==> src/rtl/multicycle_ctrl_pkg.sv <==
// Shared encodings for the multicycle ARM main control FSM: state codes,
// datapath mux selects and instruction Op classes.
package multicycle_ctrl_pkg;

  typedef enum logic [3:0] {
    FETCH    = 4'd0,
    DECODE   = 4'd1,
    MEMADR   = 4'd2,
    MEMREAD  = 4'd3,
    MEMWB    = 4'd4,
    MEMWRITE = 4'd5,
    EXECR    = 4'd6,
    EXECI    = 4'd7,
    ALUWB    = 4'd8,
    BRANCH   = 4'd9,
    LINK     = 4'd10,
    MUL      = 4'd11,
    MULWB    = 4'd12,
    UNDEF    = 4'd13
  } state_t;

  localparam logic [1:0] RES_ALUOUT    = 2'b00;
  localparam logic [1:0] RES_DATA      = 2'b01;
  localparam logic [1:0] RES_ALURESULT = 2'b10;
  localparam logic [1:0] RES_PRODUCT   = 2'b11;

  localparam logic [1:0] SRCA_RN     = 2'b00;
  localparam logic [1:0] SRCA_PC     = 2'b01;
  localparam logic [1:0] SRCA_ALUOUT = 2'b10;

  localparam logic [1:0] SRCB_WDATA  = 2'b00;
  localparam logic [1:0] SRCB_EXTIMM = 2'b01;
  localparam logic [1:0] SRCB_FOUR   = 2'b10;
  localparam logic [1:0] SRCB_ZERO   = 2'b11;

  localparam logic [1:0] OP_DP    = 2'b00;
  localparam logic [1:0] OP_MEM   = 2'b01;
  localparam logic [1:0] OP_BR    = 2'b10;
  localparam logic [1:0] OP_UNDEF = 2'b11;

endpackage

==> src/rtl/multicycle_ctrl_fsm.sv <==
// Main control FSM for the multicycle ARM datapath with memory wait states,
// a counted multi-cycle multiply, branch-with-link and an undefined-op trap.
module multicycle_ctrl_fsm
  import multicycle_ctrl_pkg::*;
#(
  parameter int MUL_CYCLES  = 4,
  parameter bit MEM_WAIT_EN = 1'b1
) (
  input  logic       clk,
  input  logic       reset,
  input  logic [1:0] Op,
  input  logic [5:0] Funct,
  input  logic       IsMul,
  input  logic       IsLink,
  input  logic       MemReady,
  output logic       IRWrite,
  output logic       AdrSrc,
  output logic       NextPC,
  output logic       RegW,
  output logic       MemW,
  output logic       Branch,
  output logic       ALUOp,
  output logic       LinkW,
  output logic       MulStart,
  output logic       Trap,
  output logic [1:0] ResultSrc,
  output logic [1:0] ALUSrcA,
  output logic [1:0] ALUSrcB,
  output logic [3:0] State
);

  localparam logic [3:0] MUL_LAST = 4'(MUL_CYCLES - 1);

  state_t     state, next;
  logic [3:0] cnt, cntNext;
  logic       ready;
  logic       mulDone;
  logic       unused_funct;

  assign ready        = MEM_WAIT_EN ? MemReady : 1'b1;
  assign mulDone      = (cnt == MUL_LAST);
  assign unused_funct = ^Funct[4:1];
  assign State        = state;

  always_ff @(posedge clk) begin
    if (reset) begin
      state <= FETCH;
      cnt   <= '0;
    end else begin
      state <= next;
      cnt   <= cntNext;
    end
  end

  // The counter only runs while staying in MUL, so it reads 0 everywhere else.
  always_comb begin
    next    = FETCH;
    cntNext = '0;
    case (state)
      FETCH:    next = ready ? DECODE : FETCH;
      DECODE: begin
        case (Op)
          OP_MEM:  next = MEMADR;
          OP_DP: begin
            if (IsMul)         next = MUL;
            else if (Funct[5]) next = EXECI;
            else               next = EXECR;
          end
          OP_BR:   next = IsLink ? LINK : BRANCH;
          default: next = UNDEF;
        endcase
      end
      MEMADR:   next = Funct[0] ? MEMREAD : MEMWRITE;
      MEMREAD:  next = ready ? MEMWB : MEMREAD;
      MEMWRITE: next = ready ? FETCH : MEMWRITE;
      EXECR:    next = ALUWB;
      EXECI:    next = ALUWB;
      LINK:     next = BRANCH;
      MUL: begin
        if (mulDone) begin
          next = MULWB;
        end else begin
          next    = MUL;
          cntNext = cnt + 4'd1;
        end
      end
      default:  next = FETCH;
    endcase
  end

  always_comb begin
    IRWrite   = 1'b0;
    AdrSrc    = 1'b0;
    NextPC    = 1'b0;
    RegW      = 1'b0;
    MemW      = 1'b0;
    Branch    = 1'b0;
    ALUOp     = 1'b0;
    LinkW     = 1'b0;
    MulStart  = 1'b0;
    Trap      = 1'b0;
    ResultSrc = RES_ALUOUT;
    ALUSrcA   = SRCA_RN;
    ALUSrcB   = SRCB_WDATA;
    case (state)
      FETCH: begin
        IRWrite   = ready;
        NextPC    = ready;
        ALUSrcA   = SRCA_PC;
        ALUSrcB   = SRCB_FOUR;
        ResultSrc = RES_ALURESULT;
      end
      DECODE: begin
        ALUSrcA   = SRCA_PC;
        ALUSrcB   = SRCB_FOUR;
        ResultSrc = RES_ALURESULT;
      end
      MEMADR:   ALUSrcB = SRCB_EXTIMM;
      MEMREAD:  AdrSrc  = 1'b1;
      MEMWRITE: begin
        AdrSrc = 1'b1;
        MemW   = 1'b1;
      end
      MEMWB: begin
        RegW      = 1'b1;
        ResultSrc = RES_DATA;
      end
      EXECR:    ALUOp = 1'b1;
      EXECI: begin
        ALUOp   = 1'b1;
        ALUSrcB = SRCB_EXTIMM;
      end
      ALUWB:    RegW = 1'b1;
      // PC already holds BL address + 4, so LR gets PC + 0.
      LINK: begin
        RegW      = 1'b1;
        LinkW     = 1'b1;
        ALUSrcA   = SRCA_PC;
        ALUSrcB   = SRCB_ZERO;
        ResultSrc = RES_ALURESULT;
      end
      BRANCH: begin
        Branch    = 1'b1;
        ALUSrcA   = SRCA_ALUOUT;
        ALUSrcB   = SRCB_EXTIMM;
        ResultSrc = RES_ALURESULT;
      end
      MUL:      MulStart = (cnt == 4'd0);
      MULWB: begin
        RegW      = 1'b1;
        ResultSrc = RES_PRODUCT;
      end
      UNDEF:    Trap = 1'b1;
      default: ;
    endcase
  end

endmodule
==> config.mk <==
export PLATFORM = sky130hd
export DESIGN_NAME = multicycle_ctrl_fsm
export DESIGN_NICKNAME = d
export VERILOG_FILES = /design/src/rtl/multicycle_ctrl_pkg.sv /design/src/rtl/multicycle_ctrl_fsm.sv
export SDC_FILE = /design/constraint.sdc
export NUM_CORES = 1
export LEC_CHECK = 0
export ABC_CLOCK_PERIOD_IN_PS = 1880
export BUFFER_PORTS_ARGS = -buffer_cell sky130_fd_sc_hd__buf_2
export CORE_UTILIZATION = 49
export DETAILED_ROUTE_END_ITERATION = 8
export PLACE_DENSITY = 0.81
export SLEW_MARGIN = 20
export SYNTH_ARGS = -nofsm -noshare
export SYNTH_HDL_FRONTEND = slang
export SYNTH_SLANG_ARGS = --single-unit
==> constraint.sdc <==
create_clock -name clk -period 1.88 [get_ports clk]
set_input_delay 0.094 -clock clk [delete_from_list [all_inputs] [get_ports clk]]
set_output_delay 0.094 -clock clk [all_outputs]
set_load 0.005 [all_outputs]
==> impl_metrics.py, run 1 <==
metrics = {
    "finish": {
        "layout.cells.non_filler": 142,
        "mostFrequentLayoutCells": "buf_2, nor2_1, a21oi_1",
        "drive_above_1_share_pct": 30.7,
        "post-route-util_pct": 64.5,
        "antenna_cells": 0,
        "area_growth_pct": 18.2,
        "design_area_um2": 871,
        "mostFrequentLayoutCell": "buf_2",
        "fin_nets": 144,
    },
    "timing": {
        "hold_slack_ns": 0.150,
        "worst_slack_ns": 0.207,
        "drv_slew": 0,
        "fin_crit_sh_pct": 89.0,
        "rsz0062_at_grt": "false",
        "period_needed_ns": 1.67,
        "fin_skew_ns": 0.00249,
        "clock.fmax_mhz": 598,
        "hold_viol_final": 0,
        "fin_tns_setup_ns": 0,
        "tightest_slew_ns": 0.562,
        "slew_headroom_pct": 62.5,
        "finalSetupViolCount": 0,
    },
    "logic_synthesis": {
        "async_reset_ff_share_pct": 0,
        "avgSynthCellArea_um2": 7.30,
        "synth_edf_count": 0,
        "ys_ff_latch": 8,
        "ys_seq_area_share_pct": 21.7,
        "yosys_warnings": 0,
        "ys_types": 36,
        "synth_fp_nets": 116,
        "syn_inst": 101,
        "synth_ff_type": "dfxtp_1",
        "synthesis.area_um2": 737,
    },
    "cts": {
        "cts_setup_buffers": 0,
        "htreeDepth": 1,
        "cts_buffers": 3,
        "cts.clk_slew.worst_paths_ns": 0.05,
        "cts_root_buf": "clkbuf_4",
        "clockBufferDepth": 2,
        "postCtsHoldBufs": 0,
        "cts.repair.resized": 0,
        "cts_tree": "yes",
        "clock_latency_ns": 0.25,
        "clock_sinks": 8,
    },
    "route": {
        "vias_per_cell": 5.37,
        "drc": 0,
        "drtIter0Drc": 25,
        "drtAntennaViolNets": 0,
        "drt-pass1-iter-count": 4,
        "wl_um": 1640,
        "routedWlPerCell_um": 11.5,
        "dr_total_vias": 762,
    },
    "floorplanning": {
        "die_width_um": 40.8,
        "die_area_mm2": 0.00166,
        "dieHeight_um": 40.8,
        "io_pins": 33,
        "row_count": 13,
        "core_mm2": 0.00135,
        "start_util_pct": 54.6,
    },
    "pwr": {
        "switching_share_pct": 36.0,
        "p_sw_mw": 0.208,
        "clkPwrFrac_pct": 22.9,
        "leakage_nw": 0.389,
        "p_int_mw": 0.369,
        "power.density_mw_per_mm2": 663,
        "ir_drop_uv": 441,
        "p_seq_share_pct": 38.1,
        "pwr-share-comb_pct": 38.9,
        "p_total_mw": 0.577,
    },
    "setup_path": {
        "crit_path_top_delay_cell": "dfxtp_1",
        "cp_data_required_time_ns": 1.79,
        "crit_chain": "nand2b_1 -> nor3_1 -> o21bai_1 -> buf_2",
        "rrSetupSlack_ns": 0.44,
        "r2r_cells": 4,
        "critPathKind": "reg2out",
        "worstReg2RegStart": "State[2]",
        "critical-path-max-stage-delay_ns": 0.67,
        "r2r-end": "State[0]",
        "endpoint_kind": "output port",
        "crit_arrival_ns": 1.58,
        "path_max_fanout": 14,
        "critPathLaunchType": "flop",
    },
    "placed_design": {
        "io_buffers": 28,
        "gp_congestion": 0.797,
        "placed_cells": 139,
        "placed_area_um2": 848,
        "dp_slack_ns": 0.455,
        "dp_hpwl_um": 1270,
    },
    "global_routing": {
        "grt_use_total_pct": 22.1,
        "grt.overflow.total": 0,
        "grt_max_degree": 15,
        "grt_pass1_wl_um": 2460,
        "antenna_found_initial": 0,
        "grt_pass1_vias": 598,
    },
    "min_path": {
        "whs_endpoint": "cnt[0]",
        "hold_depth": 3,
        "min_from": "reset",
        "hold_class": "in2reg",
    },
    "job": {
        "drv_cap": 0,
    },
    "run_status": {
        "run_status": "complete, no violations",
    },
}
## logic make-up (layout without fill, tap and decap cells)
logic type,Yosys count,in the layout,synth area share [%]
AO/OA/AOI/OAI,24,24,19.5
flip-flops,8,8,21.7
XOR/XNOR,4,4,4.75
AND/OR/NAND/NOR,49,49,38.0
adder cells (fa/ha/maj),2,2,3.40
buffers and inverters,14,40,12.6
## state kept, by name (all words and copies together), names as in the netlist
register / count
State: 4
cnt: 4
## power groups by stage
stage	combinational, mW	clock [mW]	sequential (mW)
5_1_grt	0.256	0.143	0.225
6_report	0.225	0.132	0.220
4_1_cts	0.227	0.134	0.220
3_3_place_gp	0.221	0	0.223
3_5_place_dp	0.226	0	0.223
2_1_floorplan	0.199	0	0.198
## how the worst max path moves through the flow
stage	slack (ns)	endpoint	start
floorplan	0.71	cnt[2]	cnt[0]
global placement	0.51	State[0]	State[2]
detailed placement	0.46	State[3]	State[2]
CTS	0.21	ResultSrc[1]	State[2]
global route	0.07	ResultSrc[1]	State[2]
finish	0.21	ResultSrc[1]	State[2]
## worst max-delay path: cells and delay by family (launching register included)
family                 cells  cell delay (ns)
buffers and inverters      1             0.13
and+or+nand+nor            2             0.35
AOI/OAI and AO/OA          1             0.17
DFF                        1             0.67
## synth_stat cells (2+ instances only)
cell type	instances	share of area, %
nor2_1	13	6.6
a21oi_1	9	6.1
dfxtp_1	8	22
nand2_1	8	4.1
inv_1	6	3.1
nand2b_1	5	4.2
nor3_1	5	3.4
buf_6	4	6.1
nor2b_1	4	3.4
o21ai_0	4	2.7
and2_1	3	2.5
xnor2_1	3	3.6
a211oi_1	2	2.0
a21o_1	2	2.0
buf_2	2	1.4
buf_4	2	2.0
ha_1	2	3.4
## area by class of cell
| class | instances | area (um^2) |
|---|---|---|
| repair buffers | 31 | 163 |
| fillers | 133 | 479 |
| well taps | 15 | 18.8 |
| clock buffers | 3 | 22.5 |
| multi-input cells | 79 | 484 |
| flip-flops and latches | 8 | 160 |
| inverters | 6 | 22.5 |
## layer usage
layer,share of wire (%),global-route usage (%),vias to the layer above
li1,-,-,389
met1,46,29.6,353
met2,49,35.9,20
met3,5.4,8.15,0
met4,0,0,0
met5,0,0,-
No activity file was read; power rests on OpenSTA's default activity.
==> run 2, diff against run 1 <==
==> constraint.sdc (replaced) <==
create_clock -name clk -period 1.88 [get_ports clk]
set_input_delay 0.094 -clock clk [delete_from_list [all_inputs] [get_ports clk]]
set_output_delay 0.094 -clock clk [all_outputs]
set_load 0.1 [all_outputs]
==> run 2 against run 1 <==
Net effect:
- via count is the same
- final area up 14%
- routed wire length is 7.0% higher
- clock power increased by 12%
- critical path type unchanged
- critical endpoint is now ALUSrcB[1]
==> impl_metrics.py, run 2 (synthesized netlist as in run 1, its figures left out) <==
metrics = {
    "run_status": {
        "run_status": "complete, no violations",
    },
    "timing": {
        "finalSetupViolCount": 0,
        "fin_crit_sh_pct": 95.2,
        "fin_skew_ns": 0.00114,
        "drv_slew": 0,
        "tightest_slew_ns": 0.486,
        "hold_viol_final": 0,
        "slew_headroom_pct": 67.8,
        "rsz0062_at_grt": "false",
        "worst_slack_ns": 0.0908,
        "clock.fmax_mhz": 559,
        "period_needed_ns": 1.79,
    },
    "min_path": {
        "hold_class": "in2reg",
    },
    "finish": {
        "multi_input_area_um2": 593,
        "layout.cells.non_filler": 140,
        "regArea_um2": 173,
        "fill_cells": 116,
        "mostFrequentLayoutCell": "buf_2",
        "area_growth_pct": 34.1,
        "drive_above_1_share_pct": 43.2,
        "fin_nets": 141,
        "mostFrequentLayoutCells": "buf_2, nor2_1, a21oi_1, nand2_1, inv_1",
        "antenna_cells": 0,
    },
    "setup_path": {
        "path_max_fanout": 12,
        "critPathLaunchType": "flop",
        "critPathKind": "reg2out",
        "crit_arrival_ns": 1.70,
        "rrSetupSlack_ns": 0.52,
        "endpoint_kind": "output port",
        "cp_data_required_time_ns": 1.79,
    },
    "pwr": {
        "p_seq_share_pct": 23.2,
        "power.density_mw_per_mm2": 1070,
        "pwr-share-comb_pct": 62.9,
        "switching_share_pct": 60.1,
        "clkPwrFrac_pct": 14.0,
        "leakage_nw": 0.405,
        "p_int_mw": 0.422,
        "p_sw_mw": 0.634,
        "ir_drop_uv": 562,
    },
    "global_routing": {
        "grt.overflow.total": 0,
        "antenna_found_initial": 0,
        "grt_pass1_vias": 563,
        "grt_pass1_wl_um": 2490,
        "grt_use_total_pct": 23.1,
        "grt_max_degree": 20,
    },
    "floorplanning": {
        "die_area_mm2": 0.00166,
        "io_pins": 33,
        "core_mm2": 0.00135,
        "die_width_um": 40.8,
        "row_count": 13,
        "dieHeight_um": 40.8,
        "start_util_pct": 54.6,
    },
    "route": {
        "routedWlPerCell_um": 12.5,
        "drc": 0,
        "drt-pass1-iter-count": 4,
        "drtIter0Drc": 8,
        "vias_per_cell": 5.44,
        "wl_um": 1750,
        "drtAntennaViolNets": 0,
        "dr_total_vias": 762,
    },
    "cts": {
        "cts_tree": "yes",
        "postCtsHoldBufs": 0,
        "cts_buffers": 3,
        "clock_latency_ns": 0.26,
        "clock_sinks": 8,
        "htreeDepth": 1,
        "cts.clk_slew.worst_paths_ns": 0.06,
        "cts_root_buf": "clkbuf_4",
        "cts_setup_buffers": 0,
        "clockBufferDepth": 2,
        "cts.repair.resized": 0,
    },
    "placed_design": {
        "placed_cells": 136,
        "dp_hpwl_um": 1370,
        "dp_slack_ns": 0.370,
        "gp_congestion": 0.790,
        "io_buffers": 28,
    },
    "job": {
        "drv_cap": 0,
    },
}
run 2: changes by cell type in the layout (fill, tap and decap cells not counted), moves of 2 or more:
cell      before  now
dfxtp_1        8    4
nor2_1        13    9
buf_4          3    0
dfxtp_4        0    3
a211oi_1       2    0
a211oi_4       0    2
nor2_2         0    2
nor2_4         0    2
nor3_1         5    3
nor3_4         0    2
run 2: through the flow:
stage | setup TNS, ns | total power [mW] | util (%) | hold slack [ns] | instance area, um^2
CTS | 0 | 1.06 | 73.2 | 0.130 | 988
detailed placement | 0 | 0.912 | 71.3 | 0.408 | 962
global placement | 0 | 0.898 | 71.3 | 0.401 | 962
finish | 0 | 1.06 | 73.2 | 0.135 | 988
global route | 0 | 1.10 | 73.2 | 0.156 | 988
floorplan | -0.702 | 0.841 | - | 0.283 | 858
run 2: area by class of cell:
cell class / count / share of cell area, %
Timing Repair Buffer: 28 / 15.7
Clock buffer: 4 / 2.66
Inverter: 6 / 2.28
Multi-Input combinational cell: 79 / 60.0
Tap cell: 15 / 1.90
Sequential cell: 8 / 17.5
run 2: path summary, 6_finish.rpt:
check	startpoint	endpoint	depth (start not counted)
worst min register to register	cnt[0]	cnt[0]	1
worst max register to register	State[3]	cnt[3]	4
worst max-delay path	State[0]	ALUSrcB[1]	4
worst min-delay path	reset	cnt[1]	3
run 2: worst max-delay path, cell delays in order, from the launching register on:
cell,delay (ns)
dfxtp_2,0.40
inv_1,0.17
nand2_1,0.19
a211oi_4,0.22
buf_2,0.45
run 2: power by group through the flow:
| stage | logic [mW] | clock network, mW | registers [mW] |
|---|---|---|---|
| final | 0.664 | 0.148 | 0.244 |
| after global routing | 0.690 | 0.160 | 0.250 |
| after CTS | 0.665 | 0.151 | 0.244 |
| after detailed placement | 0.664 | 0 | 0.248 |
| after global placement | 0.652 | 0 | 0.246 |
| after floorplan | 0.558 | 0 | 0.283 |
run 2: layer usage:
metal | track usage, % | routed length, um
met1 | 29.3 | 710
met2 | 37.1 | 899
met3 | 8.15 | 127
met4 | 5.00 | 13
met5 | 0 | 0
